`src/rtl/timer_arbiter.sv`:
```
`default_nettype none
// ============================================================================
// Module      : timer_arbiter
// Description : Round-robin owner of one shared timer; programs the period,
//               sequences start/enable and returns a done pulse to the owner.
// Revision    : 1.0 - initial release
// ============================================================================
module timer_arbiter #(
    parameter int NREQ = 4,
    parameter int PW   = 16
) (
    input  logic               clk,
    input  logic               rst,
    input  logic [NREQ-1:0]    req,
    input  logic [NREQ*PW-1:0] req_period,
    input  logic [NREQ-1:0]    cancel,
    output logic [NREQ-1:0]    grant,
    output logic [NREQ-1:0]    done,
    output logic               busy,
    output logic               spurious_irq,
    output logic               tmr_start,
    output logic               tmr_enable,
    output logic [PW-1:0]      tmr_period,
    input  logic               tmr_interrupt
);

    localparam int          c_iw   = (NREQ > 1) ? $clog2(NREQ) : 1;
    localparam int unsigned c_nreq = NREQ;
    localparam logic [NREQ-1:0] c_one = {{(NREQ-1){1'b0}}, 1'b1};

    typedef enum logic [2:0] {
        S_IDLE  = 3'd0,
        S_LOAD  = 3'd1,
        S_RUN   = 3'd2,
        S_DONE  = 3'd3,
        S_ABORT = 3'd4
    } state_t;

    state_t            r_state;
    state_t            w_state_nxt;
    logic [c_iw-1:0]   r_owner;
    logic [c_iw-1:0]   w_owner_nxt;
    logic [c_iw-1:0]   r_rr_ptr;
    logic [c_iw-1:0]   w_rr_nxt;
    logic [c_iw-1:0]   w_pick;
    logic              w_found;
    logic [NREQ-1:0]   w_pick_oh;
    logic [NREQ-1:0]   w_owner_oh;
    logic [PW-1:0]     w_pick_period;
    logic [NREQ-1:0]   r_grant;
    logic [NREQ-1:0]   w_grant_nxt;
    logic [NREQ-1:0]   r_done;
    logic [NREQ-1:0]   w_done_nxt;
    logic              r_busy;
    logic              w_busy_nxt;
    logic              r_spur;
    logic              w_spur_nxt;
    logic              r_start;
    logic              w_start_nxt;
    logic              r_enable;
    logic              w_enable_nxt;
    logic [PW-1:0]     r_period;
    logic [PW-1:0]     w_period_nxt;
    logic              w_abort;

    // Index arithmetic modulo NREQ, valid for non-power-of-two NREQ too.
    function automatic logic [c_iw-1:0] wrap_add(input logic [c_iw-1:0] base,
                                                 input int unsigned     off);
        int unsigned sum;
        sum = 32'(base) + off;
        if (sum >= c_nreq) begin
            sum = sum - c_nreq;
        end
        return sum[c_iw-1:0];
    endfunction

    always_comb begin
        w_found = 1'b0;
        w_pick  = '0;
        for (int unsigned i = 0; i < c_nreq; i++) begin
            if (!w_found && req[wrap_add(r_rr_ptr, i)]) begin
                w_found = 1'b1;
                w_pick  = wrap_add(r_rr_ptr, i);
            end
        end
    end

    always_comb begin
        w_pick_period = '0;
        for (int i = 0; i < NREQ; i++) begin
            if (w_pick == c_iw'(i)) begin
                w_pick_period = req_period[i*PW +: PW];
            end
        end
    end

    assign w_pick_oh  = c_one << w_pick;
    assign w_owner_oh = c_one << r_owner;
    assign w_abort    = cancel[r_owner] | ~req[r_owner];

    always_comb begin
        w_state_nxt  = r_state;
        w_owner_nxt  = r_owner;
        w_rr_nxt     = r_rr_ptr;
        w_grant_nxt  = r_grant;
        w_done_nxt   = '0;
        w_start_nxt  = 1'b0;
        w_enable_nxt = 1'b0;
        w_period_nxt = r_period;
        w_spur_nxt   = r_spur;

        case (r_state)
            S_IDLE: begin
                w_grant_nxt = '0;
                if (tmr_interrupt) begin
                    w_spur_nxt = 1'b1;
                end
                if (w_found) begin
                    w_state_nxt  = S_LOAD;
                    w_owner_nxt  = w_pick;
                    w_rr_nxt     = wrap_add(w_pick, 1);
                    w_grant_nxt  = w_pick_oh;
                    w_period_nxt = w_pick_period;
                end
            end
            S_LOAD: begin
                // Start/enable stay low for this cycle so the timer count clears.
                if (w_abort) begin
                    w_state_nxt = S_ABORT;
                    w_grant_nxt = '0;
                end else if (r_period == '0) begin
                    w_state_nxt = S_DONE;
                    w_grant_nxt = '0;
                    w_done_nxt  = w_owner_oh;
                end else begin
                    w_state_nxt  = S_RUN;
                    w_start_nxt  = 1'b1;
                    w_enable_nxt = 1'b1;
                end
            end
            S_RUN: begin
                // An abort request beats a coincident expiry.
                if (w_abort) begin
                    w_state_nxt = S_ABORT;
                    w_grant_nxt = '0;
                end else if (tmr_interrupt) begin
                    w_state_nxt = S_DONE;
                    w_grant_nxt = '0;
                    w_done_nxt  = w_owner_oh;
                end else begin
                    w_start_nxt  = 1'b1;
                    w_enable_nxt = 1'b1;
                end
            end
            S_DONE, S_ABORT: begin
                w_state_nxt = S_IDLE;
                w_grant_nxt = '0;
            end
            default: begin
                w_state_nxt = S_IDLE;
                w_grant_nxt = '0;
            end
        endcase

        w_busy_nxt = (w_state_nxt != S_IDLE);
    end

    always_ff @(posedge clk) begin
        if (rst) begin
            r_state  <= S_IDLE;
            r_owner  <= '0;
            r_rr_ptr <= '0;
            r_grant  <= '0;
            r_done   <= '0;
            r_busy   <= 1'b0;
            r_spur   <= 1'b0;
            r_start  <= 1'b0;
            r_enable <= 1'b0;
            r_period <= '0;
        end else begin
            r_state  <= w_state_nxt;
            r_owner  <= w_owner_nxt;
            r_rr_ptr <= w_rr_nxt;
            r_grant  <= w_grant_nxt;
            r_done   <= w_done_nxt;
            r_busy   <= w_busy_nxt;
            r_spur   <= w_spur_nxt;
            r_start  <= w_start_nxt;
            r_enable <= w_enable_nxt;
            r_period <= w_period_nxt;
        end
    end

    assign grant        = r_grant;
    assign done         = r_done;
    assign busy         = r_busy;
    assign spurious_irq = r_spur;
    assign tmr_start    = r_start;
    assign tmr_enable   = r_enable;
    assign tmr_period   = r_period;

endmodule
`default_nettype wire

```
`config.mk`:
```
export PLATFORM = sky130hd
export DESIGN_NAME = timer_arbiter
export DESIGN_NICKNAME = d
export VERILOG_FILES = /design/src/rtl/timer_arbiter.sv
export SDC_FILE = /design/constraint.sdc
export NUM_CORES = 1
export LEC_CHECK = 0
export BUFFER_PORTS_ARGS = -buffer_cell sky130_fd_sc_hd__buf_4
export CAP_MARGIN = 20
export CORE_UTILIZATION = 35
export CTS_BUF_LIST = sky130_fd_sc_hd__clkbuf_2 sky130_fd_sc_hd__clkbuf_4 sky130_fd_sc_hd__clkbuf_8
export CTS_CLUSTER_SIZE = 14
export DETAILED_ROUTE_END_ITERATION = 8
export GPL_TIMING_DRIVEN = 0
export HOLD_SLACK_MARGIN = 0.15
export PLACE_DENSITY = 0.68
export SKIP_LAST_GASP = 1
export SYNTH_ARGS = -nofsm -noshare
export SYNTH_HDL_FRONTEND = slang
export SYNTH_SLANG_ARGS = --single-unit
export TNS_END_PERCENT = 5
```
`constraint.sdc`:
```
create_clock -name clk -period 2.6 [get_ports clk]
set_input_delay 0.39 -clock clk [delete_from_list [all_inputs] [get_ports clk]]
set_output_delay 0.39 -clock clk [all_outputs]
set_load 0.01 [all_outputs]
```
==> results.md <==
- Worst vdd ir: 0.474 mV
- CTS Buf Count: 5
- RR Endpoint: tmr_period[15]$_SDFFE_PP0P_
- Post-Place Setup Slack: -0.389 ns
- Pleak: 1.35 nW
- Storage cell area: just under 700 um2
- Synth Area per Inst: 8.55 um2
- # fillers: around 510
- Post-route total power: 3.07 mW
- Critical Path Start Type: flip-flop
- Synth Warn #: 0
- Hold Startpoint: tmr_interrupt
- Max FO, Critical Path: 10
- Area of the multi-input gates: 1070 um2
- Largest net degree at the start of global routing: 11
- Fin cells: 403
- # DRC: 0
- Clock sink total: 34
- Min Hold Slack: approximately 0.35 ns
- Fmax: ~400 MHz
- Initial detailed-routing violation count: 143
- Data arrival, critical path: 2.59 ns
- Cells after Synth: 224
- Worst R2R Path Depth: 11
- Syn_nets: slightly above 300
- ANT cells: 0
- GRT Resource Usage Total: 21.6%
- Hold Path Sink: spurious_irq$_SDFFE_PP0P_
- Core area: 5170 um2
- Design Area, Final: 2880 um2
- First-pass GRT wire length: roughly 10 mm
- Via count: 2130
- Worst slew pin tran: 0.585 ns
- DPL Wire Length: 4.81 mm
- Final period util: about 94%
- Clk buf depth: 2
- Critical Path Sink Type: flip-flop
- Final worst slack: 0.159 ns
- Post-CTS Hold Buffers: 0
- Placer congestion estimate: 0.828
- Netlist cell types: 42
- Status: complete, no violations
- R2R Path Start: r_rr_ptr[0]$_SDFFE_PP0P_
- Slew margin rel.: 61.0%
- Post-Place Cells: 396
- Root Driver: clkbuf_8
- Initial Util: 37.0%
- Antenna viol nets, final: 0
- Main synth FF type: dfxtp_1
- Register area share after synthesis: 35.6%
- Post-synth EDFFs: 0
- Die W: roughly 76 um
- Post-Route WL: about 6.2 mm
- Critical Path RT: 2.75 ns
- Die H: 76.0 um
- Routed wire per std cell: 15.4 um
- Hold Crit Depth: 3
- Number of global-route vias before repair: 2069
- Pwr dens: 1070 nW/um2
- Dpl cell area: 2770 um2
- TritonCTS clock tree: done
- CTS clk-pin slew, worst paths: around 0.07 ns
- Later-pin clock latency in the skew report: 0.28 ns
- Fin crit period: between 2 and 2.5 ns
- # setup viols final: 0
- Synth Cell Area: 1910 um2
- Row cnt: 26
- Share of cells above drive strength 1: 42.0%
- Max-Cap Viols: 0
- Htree depth: 2
- Gr ovfl total: 0
- Post-CTS Setup Inserts: 0
- Worst hold path type: input port to flip-flop
- R2R Setup Slk: 0.16 ns
- Ys async rst share: 0%
- DRT Pass-1 Iters: 4
- Max-slew violation count: 0
- Nets@finish: 412
- DR vias/cell: 5.29
- Die Area: between 5000 and 6000 um2
- Critical path class: flip-flop to flip-flop
- Post-synthesis register bit count: 34
- Initial antenna violation count: 0
- Ports: 103
- Worst clock skew: 0.00419 ns
- Port bufs: approximately 100
- Final Hold Fails: 0
- Layout area overhead: 50.3%
[cell families (layout without fill, tap and decap cells)]
logic type	after synthesis	in the layout	synth area share, %
AOI/OAI and AO/OA	69	69	28.6
xor gates and xnor gates	1	1	0.458
adders and majority gates	4	4	2.61
buffers and inverters	41	150	9.93
DFF	34	34	35.6
muxes	1	1	1.18
and+or+nand+nor	74	74	21.7
[repair_timing]
item	CTS	global route
pin swaps	0	1
setup endpoints to repair	13	15
gates cloned	0	0
gates resized for setup	1	12
[layout by cell type (no fill, tap or decap), drive strengths merged, types with 2 or more instances in the layout]
cell type  synthesis  final
a221o             16     16
a32o               5      5
dfxtp             34     34
ha                 4      4
clkbuf             8     13
nand2b             2      2
a21oi             22     22
nor4b              2      2
nor3              21     21
o21ai              3      3
nor2b              6      6
and2               4      4
nand2              4      4
nor2              21     21
buf               11    113
clkinv             0      2
inv               22     22
a221oi            17     17
nor4               6      6
[worst max path at each step]
stage                                  start                     endpoint  cells after the start
global placement                      req[2]   tmr_period[9]$_SDFFE_PP0P_                     12
finish              r_rr_ptr[0]$_SDFFE_PP0P_  tmr_period[15]$_SDFFE_PP0P_                     11
global route        r_rr_ptr[0]$_SDFFE_PP0P_  tmr_period[13]$_SDFFE_PP0P_                     11
detailed placement                    req[2]  tmr_period[13]$_SDFFE_PP0P_                     11
CTS                 r_rr_ptr[0]$_SDFFE_PP0P_  tmr_period[13]$_SDFFE_PP0P_                     10
floorplan                             req[2]  tmr_period[14]$_SDFFE_PP0P_                     11
[layout make-up]
| type | count | share of cell area [%] |
|---|---|---|
| Clock inverter | 2 | 0.348 |
| Inverter | 22 | 2.87 |
| Clock buffer | 5 | 2.39 |
| Timing Repair Buffer | 102 | 26.6 |
| Buffer | 19 | 3.91 |
| Multi-Input combinational cell | 149 | 37.1 |
| Tap cell | 70 | 3.04 |
| Sequential cell | 34 | 23.7 |
[sequential cells by signal (all words and copies together), names as in the netlist]
name and count:
done 4, spurious_irq 1, grant 4, tmr_period 16
busy 1, r_state 3, r_rr_ptr 2, tmr_enable 1
r_owner 2
[synthesized netlist by cell type (2+ instances only)]
library cell   n  share of area [%]
nor4_1         6                2.0
nor4b_1        2               0.92
buf_6          3                1.8
nand2_1        4               0.78
inv_1         22                4.3
nor2b_1        6                2.0
dfxtp_1       34                 36
a32o_1         5                2.6
ha_1           4                2.6
nor2_2         2               0.65
nor3_1        20                5.2
nor2_1        19                3.7
buf_4          2               0.78
nand2b_1       2               0.65
o21ai_0        3               0.78
a21oi_1       22                5.8
a221o_1       16                8.4
a221oi_1      16                7.3
and2_2         2               0.78
clkbuf_1       8                1.6
buf_2          5                1.3
[power by group]
part | switching, mW | internal, mW
Combinational | 0.949 | 0.868
Sequential | 0.171 | 0.720
Clock | 0.187 | 0.180
Total | 1.31 | 1.77
[per-layer routing]
metal	up-vias	share of wire [%]	GRT usage, %
met5	-	0	0
met4	0	1.3	6.73
met3	7	8.6	6.99
met2	79	46	34.5
met1	984	44	27.7
li1	1060	-	-
[worst max-delay path, cell delays in order, from the launching register on]
cell	delay [ns]
dfxtp_1	0.35
nor2b_1	0.07
a21o_1	0.18
a221oi_4	0.35
ha_1	0.20
buf_4	0.16
nor2b_1	0.05
buf_2	0.16
buf_6	0.15
a221o_1	0.30
a221oi_1	0.26
nor3_1	0.08
[through the flow]
stage / util, % / setup TNS, ns
after floorplan: - / 0
after global placement: 53.5 / -5.44
after detailed placement: 53.5 / -5.44
after CTS: 55.2 / 0
after global routing: 55.6 / -0.0441
final: 55.6 / 0
No activity file was read; power rests on OpenSTA's default activity.
